<file path="config.mk">
export PLATFORM = sky130hd
export DESIGN_NAME = aes_mask_prng
export DESIGN_NICKNAME = d
export VERILOG_FILES = /design/src/rtl/aes_mask_prng_pkg.sv /design/src/rtl/aes_mask_prng_lfsr.sv /design/src/rtl/aes_mask_prng.sv
export SDC_FILE = /design/constraint.sdc
export NUM_CORES = 1
export LEC_CHECK = 0
export CAP_MARGIN = 20
export CORE_ASPECT_RATIO = 0.8
export CORE_MARGIN = 5
export CORE_UTILIZATION = 63
export DETAILED_ROUTE_END_ITERATION = 6
export PLACE_DENSITY_LB_ADDON = 0.3
export SETUP_SLACK_MARGIN = 0.1
export SYNTH_ARGS = -nofsm -noshare
export SYNTH_HDL_FRONTEND = slang
export SYNTH_SLANG_ARGS = --single-unit
</file>
<file path="constraint.sdc">
create_clock -name clk_i -period 6.4 [get_ports clk_i]
set_input_delay 0.64 -clock clk_i [delete_from_list [all_inputs] [get_ports clk_i]]
set_output_delay 0.64 -clock clk_i [all_outputs]
set_load 0.005 [all_outputs]
</file>
<file path="src/rtl/aes_mask_prng_pkg.sv">
// -----------------------------------------------------------------------------
// aes_mask_prng_pkg
//   Shared types and helpers for the AES masking PRNG.
//   - prng_state_e : control FSM states
//   - LFSR_WIDTH   : PRNG state width (taps below are only valid for 64)
//   - LFSR_TAPS    : feedback taps, bits 63, 62, 60, 59
//   - lfsr_advance : run the LFSR n single-bit steps
// -----------------------------------------------------------------------------
package aes_mask_prng_pkg;

  localparam int LFSR_WIDTH = 64;

  // Feedback bit = s[63] ^ s[62] ^ s[60] ^ s[59].
  localparam logic [LFSR_WIDTH-1:0] LFSR_TAPS = 64'hD800_0000_0000_0000;

  // Value loaded whenever an update would leave the LFSR in its dead state.
  localparam logic [LFSR_WIDTH-1:0] LFSR_ONE  = 64'h0000_0000_0000_0001;

  typedef enum logic [2:0] {
    UNSEEDED,
    LOAD,
    RUN,
    RESEED,
    HALT
  } prng_state_e;

  // Shift left n times, feeding the tap parity into bit 0. Called with a
  // constant n, so the loop unrolls into a pure XOR network.
  function automatic logic [LFSR_WIDTH-1:0] lfsr_advance(
    input logic [LFSR_WIDTH-1:0] state,
    input int                    n
  );
    logic [LFSR_WIDTH-1:0] s;
    s = state;
    for (int i = 0; i < n; i++) begin
      s = {s[LFSR_WIDTH-2:0], ^(s & LFSR_TAPS)};
    end
    return s;
  endfunction

endpackage

</file>
<file path="src/rtl/aes_mask_prng_lfsr.sv">
// -----------------------------------------------------------------------------
// aes_mask_prng_lfsr
//   Combinational next-state datapath for the masking PRNG.
//   next_state = guard((advance ? adv(state) : state) ^ mix)
//   where adv() is MASK_WIDTH unrolled LFSR steps and guard() replaces an
//   all-zero result with 64'h1 so the LFSR can never lock up.
// Ports:
//   state      : current PRNG state
//   advance    : 1 = apply the MASK_WIDTH-step advance
//   mix        : value XORed in after the optional advance (seed material)
//   next_state : guarded result
// -----------------------------------------------------------------------------
module aes_mask_prng_lfsr
  import aes_mask_prng_pkg::*;
#(
  parameter int MASK_WIDTH = 26
) (
  input  logic [LFSR_WIDTH-1:0] state,
  input  logic                  advance,
  input  logic [LFSR_WIDTH-1:0] mix,
  output logic [LFSR_WIDTH-1:0] next_state
);

  logic [LFSR_WIDTH-1:0] stepped;
  logic [LFSR_WIDTH-1:0] mixed;

  always_comb begin
    stepped    = advance ? lfsr_advance(state, MASK_WIDTH) : state;
    mixed      = stepped ^ mix;
    next_state = (mixed == '0) ? LFSR_ONE : mixed;
  end

endmodule

</file>
<file path="src/rtl/aes_mask_prng.sv">
// -----------------------------------------------------------------------------
// aes_mask_prng
//   Masking-randomness source for the protected AES32 unit. A reseedable
//   64-bit LFSR delivers one fresh MASK_WIDTH-bit mask per transfer and asks
//   for fresh entropy every RESEED_INTERVAL masks without stalling delivery.
//
// Optional feature (macro AES_PRNG_HEALTH_EN):
//   repetition test on consecutive transferred masks; a repeat sets the sticky
//   health_err_o and parks the FSM in HALT until reset. Without the macro
//   health_err_o is tied to 0.
//
// Ports:
//   clk_i        : clock
//   rst_n        : asynchronous active-low reset
//   seed_valid_i : seed word valid
//   seed_ready_o : seed word accepted when valid && ready
//   seed_i       : seed word (two words form a full seed, low word first)
//   reseed_req_o : periodic reseed request
//   mask_valid_o : mask_o holds a fresh mask
//   mask_ready_i : consumer takes the mask (transfer = valid && ready)
//   mask_o       : state[MASK_WIDTH-1:0]
//   health_err_o : sticky health failure
// -----------------------------------------------------------------------------
module aes_mask_prng
  import aes_mask_prng_pkg::*;
#(
  parameter int MASK_WIDTH      = 26,
  parameter int SEED_WIDTH      = 32,
  parameter int RESEED_INTERVAL = 1024
) (
  input  logic                  clk_i,
  input  logic                  rst_n,
  input  logic                  seed_valid_i,
  output logic                  seed_ready_o,
  input  logic [SEED_WIDTH-1:0] seed_i,
  output logic                  reseed_req_o,
  output logic                  mask_valid_o,
  input  logic                  mask_ready_i,
  output logic [MASK_WIDTH-1:0] mask_o,
  output logic                  health_err_o
);

  localparam int                CNT_W   = $clog2(RESEED_INTERVAL + 1);
  localparam logic [CNT_W-1:0]  CNT_MAX = CNT_W'(RESEED_INTERVAL);
  localparam int                HI_W    = LFSR_WIDTH - SEED_WIDTH;

  prng_state_e           fsm_q, fsm_d;
  logic [LFSR_WIDTH-1:0] state_q, state_d;
  logic [CNT_W-1:0]      cnt_q, cnt_d, cnt_inc;
  logic                  seed_ready_d, mask_valid_d, reseed_req_d;

  logic                  seed_fire, mask_fire;
  logic                  use_lfsr, advance;
  logic [LFSR_WIDTH-1:0] mix, lfsr_next;
  logic                  rep_hit;

  assign seed_fire = seed_valid_i & seed_ready_o;
  // mask_ready_i only matters while a mask is offered.
  assign mask_fire = mask_valid_o & mask_ready_i;
  assign mask_o    = state_q[MASK_WIDTH-1:0];
  assign cnt_inc   = cnt_q + 1'b1;

  aes_mask_prng_lfsr #(
    .MASK_WIDTH (MASK_WIDTH)
  ) u_lfsr (
    .state      (state_q),
    .advance    (advance),
    .mix        (mix),
    .next_state (lfsr_next)
  );

`ifdef AES_PRNG_HEALTH_EN
  logic [MASK_WIDTH-1:0] last_mask_q;
  logic                  last_valid_q;
  logic                  health_err_q;

  assign rep_hit      = mask_fire & last_valid_q & (mask_o == last_mask_q);
  assign health_err_o = health_err_q;

  always_ff @(posedge clk_i or negedge rst_n) begin
    if (!rst_n) begin
      last_mask_q  <= '0;
      last_valid_q <= 1'b0;
      health_err_q <= 1'b0;
    end else if (mask_fire) begin
      last_mask_q  <= mask_o;
      last_valid_q <= 1'b1;
      if (rep_hit) health_err_q <= 1'b1;
    end
  end
`else
  assign rep_hit      = 1'b0;
  assign health_err_o = 1'b0;
`endif

  always_comb begin
    // NOTE: every signal written here gets a default first, so no path can
    // leave one unassigned and infer a latch.
    fsm_d    = fsm_q;
    state_d  = state_q;
    cnt_d    = cnt_q;
    use_lfsr = 1'b0;
    advance  = 1'b0;
    mix      = '0;

    unique case (fsm_q)
      UNSEEDED: begin
        if (seed_fire) begin
          // Low word is stored raw; the guard applies once the seed is whole.
          state_d = {state_q[LFSR_WIDTH-1:SEED_WIDTH], seed_i};
          fsm_d   = LOAD;
        end
      end
      LOAD: begin
        if (seed_fire) begin
          // XOR with the current high half so the result lands exactly on seed_i.
          mix      = {state_q[LFSR_WIDTH-1 -: SEED_WIDTH] ^ seed_i, {HI_W{1'b0}}};
          use_lfsr = 1'b1;
          fsm_d    = RUN;
        end
      end
      RUN: begin
        if (mask_fire) begin
          advance  = 1'b1;
          use_lfsr = 1'b1;
          cnt_d    = cnt_inc;
          if (cnt_inc == CNT_MAX) fsm_d = RESEED;
        end
      end
      RESEED: begin
        // Masks keep flowing; the count stays parked at CNT_MAX until a seed.
        advance = mask_fire;
        if (seed_fire) begin
          mix      = {{HI_W{1'b0}}, seed_i};
          use_lfsr = 1'b1;
          cnt_d    = '0;
          fsm_d    = RUN;
        end else if (mask_fire) begin
          use_lfsr = 1'b1;
        end
      end
      default: begin
        // HALT: frozen until reset.
      end
    endcase

    if (use_lfsr) state_d = lfsr_next;
    if (rep_hit)  fsm_d   = HALT;

    // Outputs are registered from the next state so they all read 0 in reset.
    seed_ready_d = (fsm_d == UNSEEDED) || (fsm_d == LOAD) || (fsm_d == RESEED);
    mask_valid_d = (fsm_d == RUN) || (fsm_d == RESEED);
    reseed_req_d = (fsm_d == RESEED);
  end

  always_ff @(posedge clk_i or negedge rst_n) begin
    if (!rst_n) begin
      fsm_q        <= UNSEEDED;
      state_q      <= '0;
      cnt_q        <= '0;
      seed_ready_o <= 1'b0;
      mask_valid_o <= 1'b0;
      reseed_req_o <= 1'b0;
    end else begin
      // NOTE: non-blocking assignments so every flop samples pre-edge values.
      fsm_q        <= fsm_d;
      state_q      <= state_d;
      cnt_q        <= cnt_d;
      seed_ready_o <= seed_ready_d;
      mask_valid_o <= mask_valid_d;
      reseed_req_o <= reseed_req_d;
    end
  end

endmodule

</file>
==> flow_summary.json, run 1 <==
{
  "p_leak_nw": 2.71,
  "h-tree-depth": 3,
  "root_buffer": "clkbuf_16",
  "clock_latency_ns": 0.35,
  "timing.setup.tns_ns": 0,
  "cp-start-kind": "register",
  "die_w_um": 123,
  "ys_async_sr_fraction": 1.00,
  "cts_resized": 0,
  "first_iter_violations": 722,
  "cts_setup_buffers": 0,
  "critPathKind": "register to register",
  "worst-path-max-fanout": 64,
  "ys.flop_type": "dfrtp_1",
  "end_kind": "register",
  "synth-seq-area-share": 0.313,
  "vias": 6386,
  "worstMarginPinSlew_ns": 1.05,
  "ir_worst_vdd_mv": 0.303,
  "layout_commonest_cell": "nor2_1",
  "start_util": 0.639,
  "design.core.area_um2": 10200,
  "vias_per_cell": 6.48,
  "yosys.cell_types.count": 57,
  "ff2ff_path_depth": 7,
  "die_y_um": 101,
  "cap_violations": 0,
  "drtPass1Iterations": 7,
  "grt_pass1_vias": 6060,
  "hold_path_class": "input pin to async pin",
  "io_buffers": 64,
  "design_area_um2": 7240,
  "gp_congestion": 1.00,
  "antenna_cells": 0,
  "synth_warnings": 0,
  "hold_buffers": 0,
  "rows": 33,
  "synth_nets": 882,
  "p_per_area_nw_per_um2": 574,
  "period_needed_ns": 3.64,
  "antenna_found_initial": 0,
  "final_cells": 986,
  "clkTransAtPathRegs_ns": 0.06,
  "multi_input_area_um2": 3980,
  "fillers": 798,
  "timing.final.ws_setup_ns": 2.76,
  "synth_edf_count": 0,
  "synth.avg_cell_area_um2": 7.68,
  "synth_cells": 845,
  "dp_hpwl_mm": 13.7,
  "rrSetupSlack_ns": 2.76,
  "violations": "DRC",
  "final_cell_mix": "123 x nor2_1, 111 x nand2_1, 86 x xnor2_1",
  "grt_max_degree": 82,
  "clock.fmax_ghz": 0.275,
  "syn_to_final_growth_pct": 11.7,
  "track_usage": 0.325,
  "total_power_mw": 4.16,
  "maxSlewViolCount": 0,
  "cts_num_sinks": 81,
  "regToRegEndpoint": "state_q[0]",
  "fin_hold_ws_ns": 0.204,
  "synth_area_um2": 6490,
  "grt_pass1_wl_mm": 31.3,
  "boundaryPins": 66,
  "dp.cells": 969,
  "final_core_util": 0.713,
  "drive_gt1_frac": 0.0331,
  "status": "finished, violations left",
  "slew-limit-headroom": 0.300,
  "ys_ff_latch": 81,
  "pre_cts_ws_ns": 2.59,
  "worst_clock_skew_ns": 0.0119,
  "wl_per_cell_um": 20.0,
  "rsz0062_at_grt": "no",
  "worst-endpoint-required_ns": 6.67,
  "num-nets-final": 878,
  "ant_nets": 0,
  "period_share": 0.568,
  "regArea_um2": 2030,
  "routed_wl_mm": 19.7,
  "hold_viol": 0,
  "cts_buffers": 9,
  "cts_tree": "built",
  "clock_path_buffers": 2,
  "drc": 1,
  "overflow": 0,
  "worst_ep_arrival_time_ns": 3.91,
  "die_area_um2": 12400,
  "finalSetupViolations": 0,
  "r2r_start": "fsm_q[1]",
  "place_area_um2": 6890
}
[cell usage after synthesis, drive strengths merged (9+ instances only)]
cell type,count,area [um^2]
xor2,31,272
nor2,124,465
o22ai,11,68.8
nand3,11,55.1
nor3,26,130
nand2,112,420
buf,53,344
dfrtp,81,2030
clkbuf,33,124
xnor2,86,753
a21oi,55,275
mux2i,30,313
a31oi,9,56.3
a211oi,10,75.1
o21ai,76,380
[layout make-up]
type,count,area share
sequential,81,0.280
inverter,7,0.00363
timing repair buffer,71,0.0981
clock buffer,14,0.0364
tap,140,0.0242
clock inverter,2,0.00829
multi-input combinational,671,0.549
[worst max path at each step]
stage / from / to / slack (ns) / cells after the start
after floorplan: mask_ready_i / state_q[0] / 3.88 / 10
after CTS: fsm_q[1] / state_q[0] / 2.91 / 7
after global placement: mask_ready_i / state_q[0] / 2.64 / 8
after detailed placement: mask_ready_i / state_q[0] / 2.59 / 8
final: fsm_q[1] / state_q[0] / 2.76 / 7
after global routing: fsm_q[1] / state_q[0] / 2.57 / 7
[per-layer routing]
layer | GRT usage | routed length (um) | vias up
met5 | 0 | 0 | -
li1 | - | - | 2877
met2 | 0.481 | 8670 | 440
met1 | 0.459 | 8000 | 2997
met3 | 0.0786 | 2430 | 72
met4 | 0.132 | 623 | 0
[registers in the layout (all words and copies together) (netlist names)]
register / count
fsm_q: 3
cnt_q: 11
state_q: 64
reseed_req_o: 1
seed_ready_o: 1
mask_valid_o: 1
[where the power goes]
| part | internal (mW) | leakage (nW) | switching [mW] |
|---|---|---|---|
| Clock | 0.364 | 0.157 | 0.214 |
| Combinational | 1.08 | 1.63 | 1.33 |
| Sequential | 0.737 | 0.926 | 0.432 |
| Total | 2.18 | 2.71 | 1.98 |
[cells by family after synthesis]
logic type	Yosys count	share of synthesized area
compound gates	201	0.184
xor+xnor	117	0.158
fa+ha+maj	1	0.00193
buf+inv	93	0.0762
flops	81	0.312
mux	31	0.0500
other cells	1	0.000578
simple gates	320	0.217
[worst max-delay path, cell delays in order, from the launching register on]
cell and delay [ns]:
dfrtp_1 0.76, nand4b_4 0.88, o21ai_0 0.54, xnor2_1 0.15, or4_1 0.57, nor3_1 0.33, nand4_1 0.17, o21ai_1 0.14
(Power assumes the default switching activity.)
==> run 2: changes to the inputs <==
--- a/config.mk
+++ b/config.mk
@@ -8,7 +8,7 @@
 export CAP_MARGIN = 20
 export CORE_ASPECT_RATIO = 0.8
 export CORE_MARGIN = 5
-export CORE_UTILIZATION = 63
+export CORE_UTILIZATION = 58
 export DETAILED_ROUTE_END_ITERATION = 6
 export PLACE_DENSITY_LB_ADDON = 0.3
 export SETUP_SLACK_MARGIN = 0.1
==> constraint.sdc (replaced) <==
create_clock -name clk_i -period 3.5 [get_ports clk_i]
set_input_delay 0.35 -clock clk_i [delete_from_list [all_inputs] [get_ports clk_i]]
set_output_delay 0.35 -clock clk_i [all_outputs]
set_load 0.005 [all_outputs]
==> flow_summary.json, run 2 (synthesized netlist as in run 1, its figures left out) <==
{
  "routed_wl_mm": 19.6,
  "grt_max_degree": 82,
  "status": "finished clean",
  "ant_nets": 0,
  "clock.fmax_ghz": 0.321,
  "grt_pass1_wl_mm": 31.8,
  "timing.final.ws_setup_ns": 0.389,
  "wl_per_cell_um": 19.5,
  "rsz0062_at_grt": "no",
  "vias": 6195,
  "vias_per_cell": 6.16,
  "cp-startpoint": "fsm_q[2]",
  "antenna_found_initial": 0,
  "final_cell_mix": "123 x nor2_1, 111 x nand2_1, 86 x xnor2_1",
  "dp_hpwl_mm": 14.8,
  "worst-path-max-fanout": 16,
  "cts_tree": "built",
  "critPathKind": "register to register",
  "cts_num_sinks": 81,
  "antenna_cells": 0,
  "cp_slowest_cell": "and2_1",
  "worstMarginPinSlew_ns": 0.601,
  "syn_to_final_growth_pct": 14.4,
  "gp_congestion": 0.975,
  "num-nets-final": 896,
  "rrSetupSlack_ns": 0.39,
  "worst_clock_skew_ns": 0.00672,
  "root_buffer": "clkbuf_16",
  "largest_reg_flops": 64,
  "drtPass1Iterations": 6,
  "grt_pass1_vias": 5963,
  "overflow": 0,
  "clock_latency_ns": 0.34,
  "io_buffers": 64,
  "timing.setup.tns_ns": 0,
  "clock_path_buffers": 2,
  "drc": 0,
  "cts_buffers": 9,
  "hold_buffers": 0,
  "slew-limit-headroom": 0.598,
  "p_per_area_nw_per_um2": 1040,
  "ff2ff_path_depth": 9,
  "critPathMostFrequentCell": "nand4_1",
  "r2r_start": "fsm_q[2]",
  "dp.cells": 990,
  "clkTransAtPathRegs_ns": 0.06,
  "finalSetupViolations": 0,
  "die_y_um": 105,
  "drive_gt1_frac": 0.0522,
  "cts_resized": 0,
  "end_kind": "register",
  "p_leak_nw": 2.81,
  "largest-register": "state_q",
  "h-tree-depth": 3,
  "cp_cell_sequence": "and4b_1 -> and2_1 -> buf_4 -> nand2_1 -> xor2_1 -> nand4_1 -> nor4_1 -> nand4_1 -> o21ai_1",
  "cts_setup_buffers": 0,
  "worst_ep_arrival_time_ns": 3.38,
  "first_iter_violations": 742,
  "hold_viol": 0,
  "rows": 34,
  "final_core_util": 0.681,
  "die_area_um2": 13400,
  "maxSlewViolCount": 0,
  "worst-endpoint-required_ns": 3.77,
  "period_needed_ns": 3.11,
  "layout_commonest_cell": "nor2_1",
  "reg_top3": "state_q: 64 flops, cnt_q: 11 flops, fsm_q: 3 flops",
  "track_usage": 0.298,
  "die_w_um": 128,
  "final_cells": 1006,
  "regToRegEndpoint": "state_q[0]",
  "ir_worst_vdd_mv": 0.416,
  "period_share": 0.889,
  "cp-start-kind": "register",
  "design.core.area_um2": 10900,
  "cap_violations": 0,
  "boundaryPins": 66,
  "pre_cts_ws_ns": 0.227,
  "hold_path_class": "input pin to async pin",
  "critPathMaxStageDelay_ns": 0.52,
  "start_util": 0.596
}
run 2: per-stage QoR:
stage / power (mW) / hold slack [ns] / instance area [um^2]
after floorplan: 5.29 / 0.0544 / 6490
after global placement: 6.36 / 0.489 / 7050
after detailed placement: 6.49 / 0.515 / 7050
after CTS: 7.61 / 0.250 / 7380
after global routing: 8.26 / 0.437 / 7420
final: 7.69 / 0.426 / 7420
run 2: how the worst max path moves through the flow:
| stage | cells after the start | slack (ns) | to |
|---|---|---|---|
| 6_report | 9 | 0.39 | state_q[0] |
| 5_1_grt | 9 | 0.18 | state_q[0] |
| 4_1_cts | 9 | 0.49 | state_q[0] |
| 3_5_place_dp | 10 | 0.23 | state_q[0] |
| 3_3_place_gp | 10 | 0.32 | state_q[0] |
| 2_1_floorplan | 11 | 1.18 | state_q[0] |
run 2: area by class of cell:
class / instances / area (um^2)
clock inverter: 3 / 90.1
tap: 144 / 180
inverter: 7 / 26.3
multi-input combinational: 671 / 3980
sequential: 81 / 2030
clock buffer: 11 / 243
fill: 913 / 3470
timing repair buffer: 89 / 873
run 2: metal layers:
layer	global-route usage	share of wire	up-vias
met4	0.0765	0.020	0
met5	0	0	-
met2	0.436	0.44	334
met1	0.429	0.43	2911
met3	0.0918	0.11	36
li1	-	-	2914
run 2: power breakdown:
part           switching [mW]  leakage (nW)  internal, mW
clock network           0.373         0.162         0.709
registers               0.768         0.926          1.35
logic                    2.42          1.72          2.07
run 2: critical path: cells and delay by family (launching register included):
kind                      cells  cell delay (ns)
and+or+nand+nor               6             1.81
DFF                           1             0.51
buffers and inverters         1             0.32
xor gates and xnor gates      1             0.24
AOI/OAI and AO/OA             1             0.15
==> patch (settings of run 2) <==
Change the package constant `LFSR_WIDTH` from 64 to 72. Comments in the files are not updated.
--- a/src/rtl/aes_mask_prng_pkg.sv
+++ b/src/rtl/aes_mask_prng_pkg.sv
@@ -8,7 +8,7 @@
 // -----------------------------------------------------------------------------
 package aes_mask_prng_pkg;
 
-  localparam int LFSR_WIDTH = 64;
+  localparam int LFSR_WIDTH = 72;
 
   // Feedback bit = s[63] ^ s[62] ^ s[60] ^ s[59].
   localparam logic [LFSR_WIDTH-1:0] LFSR_TAPS = 64'hD800_0000_0000_0000;
Check against the original RTL: not equivalent (Yosys sat finds a counterexample within 10 cycles, from zero or initial values and one cycle with rst_n low).
==> patch against run 2 <==
Power is 31% lower; sequential cell count up 8; worst setup slack better by 0.11 ns; wire length is 0.46% higher; die area grew 1.9%; area after synthesis up 2.1%; final area barely moved; critical endpoint unchanged; largest cell class unchanged; critical path type unchanged; global-route usage fell by 0.38 points; sequential power down 12%.
==> patch: results (changes against run 2) <==
ratio of cells with drive above 1 in the final layout 5.65% (was 5.22%); antenna violations before repair 0 (unchanged); full die area 13700 sq um (was 13400 sq um); port bufs 64 (unchanged); Worst Hold Class primary input to asynchronous set/reset pin (unchanged); sequential share of cell area 30.0% (was 27.3%); clk_buf instances 9 (was 11); R2R depth 10 (was 9); Clk Latency, worst-skew pair around 0.35 ns; total CTS buffers 9 (unchanged); hold-fix buffers at CTS 1 (was 0); Max IR drop VDD 389 uV (was 416 uV); hold slack 0.415 ns (was 0.426 ns); list of most frequent post-synthesis cells nand2_1, xnor2_1, dfrtp_1 (was nor2_1, nand2_1, xnor2_1); count of cell types in the netlist 58 (was 57); post-route insts no fill 976 (was 1006); grt met2 use 43.6% (about the same); Leak 2.92 nW (was 2.81 nW); post-CTS setup buffer count 0 (unchanged); Initial DRT Pass Iterations 6 (unchanged); Post-Place Cells 959 (was 990); Non-clk bufs 82 (was 89); Layout Skew 0.00879 ns (was 0.00672 ns); largest net degree at the start of global routing 97 (was 82); top post-synthesis cells by area dfrtp_1, xnor2_1, nand2_1 (was dfrtp_1, xnor2_1, nor2_1); number of global-route vias before repair 5818 (was 5963); met3 Track Usage GR 8.49% (was 9.18%); Post-Syn Area per Cell 8.08 sq um (was 7.68 sq um); seq_cells 89 (was 81); worst rel slew slack 55.6% (was 59.8%); multi-input gates 643 (was 671); Worst R2R Setup Slack 0.50 ns (was 0.39 ns); Reg clk slew, reported paths 0.07 ns; H-tree levels 3 (unchanged); slowest CP cell dfrtp_1 (was and2_1); status complete, no violations (unchanged); via count 6112 (was 6195); filler cell count 904 (was 913); total track usage 29.4% (was 29.8%); CP Max Fanout 96 (was 16); first-iteration detailed-routing DRC count 799 (was 742); Seq/Total Area, Yosys 33.6% (was 31.3%); grt met1 use 42.0% (was 42.9%); DP Wirelength 14400 um (was 14800 um); fraction of area in multi-input gates 52.2% (was 53.6%); Final Wtd Congestion 0.972 (was 0.975); clock network area share 4.30% (was 4.49%); critical path arrival 3.29 ns (was 3.38 ns); Post-DP Area 7100 sq um (was 7050 sq um); syn_nets 857 (was 882); Non-clk invs 2 (was 7); non-clk buf share 11.0% (was 11.8%); Post-synth EDFFs 0 (unchanged); first-pass GRT wire length 31500 um (was 31800 um); Ys Warns 0 (unchanged); Regs by FF count state_q x72, cnt_q x11, fsm_q x3 (was state_q x64, cnt_q x11, fsm_q x3); WL/cell 20.2 um (was 19.5 um)
==> patch: changes by cell type after synthesis, sizes merged, moves of 7 or more <==
cell | before | now
nor2 | 124 | 80
nand2 | 112 | 135
a21oi | 55 | 68
nand2b | 6 | 16
o21ai | 76 | 67
a211oi | 10 | 2
dfrtp | 81 | 89
buf | 53 | 60
clkbuf | 33 | 26
nor3 | 26 | 19
o21a | 7 | 0
xor2 | 31 | 24
==> patch: cells by family (layout without fill, tap and decap cells) <==
| logic type | count (synthesis) | after routing | share of synthesized area [%] |
|---|---|---|---|
| adders and majority gates | 1 | 1 | 0.189 |
| xor gates and xnor gates | 115 | 115 | 15.2 |
| DFF | 89 | 89 | 33.6 |
| other | 1 | 1 | 0.0566 |
| muxes | 39 | 39 | 5.97 |
| and+or+nand+nor | 301 | 301 | 20.6 |
| buffers and inverters | 88 | 100 | 7.86 |
| AOI/OAI and AO/OA | 186 | 186 | 16.5 |
==> patch: how the worst max path moves through the flow <==
stage	slack, ns	to	cells after the start	startpoint
after CTS	0.52	state_q[0]$_DFFE_PN0P_	8	fsm_q[2]$_DFF_PN0_
final	0.50	state_q[0]$_DFFE_PN0P_	10	fsm_q[2]$_DFF_PN0_
after detailed placement	0.26	state_q[0]$_DFFE_PN0P_	9	seed_valid_i
after floorplan	1.15	state_q[0]$_DFFE_PN0P_	11	fsm_q[2]$_DFF_PN0_
after global placement	0.38	state_q[0]$_DFFE_PN0P_	9	seed_valid_i
after global routing	0.24	state_q[0]$_DFFE_PN0P_	10	fsm_q[2]$_DFF_PN0_
==> patch: metrics by stage <==
stage / worst slack, ns / power, mW / util, %
2_1_floorplan: 1.15 / 3.55 / -
3_3_place_gp: 0.385 / 4.11 / 64.4
3_5_place_dp: 0.259 / 4.19 / 64.4
4_1_cts: 0.525 / 5.26 / 67.4
5_1_grt: 0.238 / 5.59 / 67.4
6_report: 0.495 / 5.29 / 67.4
==> patch: worst max-delay path: cells and delay by family, from the launching register on <==
family	cells	cell delay, ns
AND/OR/NAND/NOR	3	0.59
AO/OA/AOI/OAI	3	0.58
buffers and inverters	2	0.65
XOR/XNOR	1	0.13
flip-flops	1	0.52
multiplexers	1	0.42
==> patch: per-layer routing <==
metal  up-vias  wire length [um]
met3        40              2300
met1      2930              8250
met5         -                 0
met2       336              8670
li1       2806                 -
met4         0               466
==> patch: report_power, final <==
group / total (mW) / internal (mW) / leakage (nW) / switching (mW)
Combinational: 2.36 / 1.20 / 1.73 / 1.16
Sequential: 1.86 / 1.31 / 1.04 / 0.546
Clock: 1.07 / 0.626 / 0.152 / 0.441
Total: 5.29 / 3.14 / 2.92 / 2.15
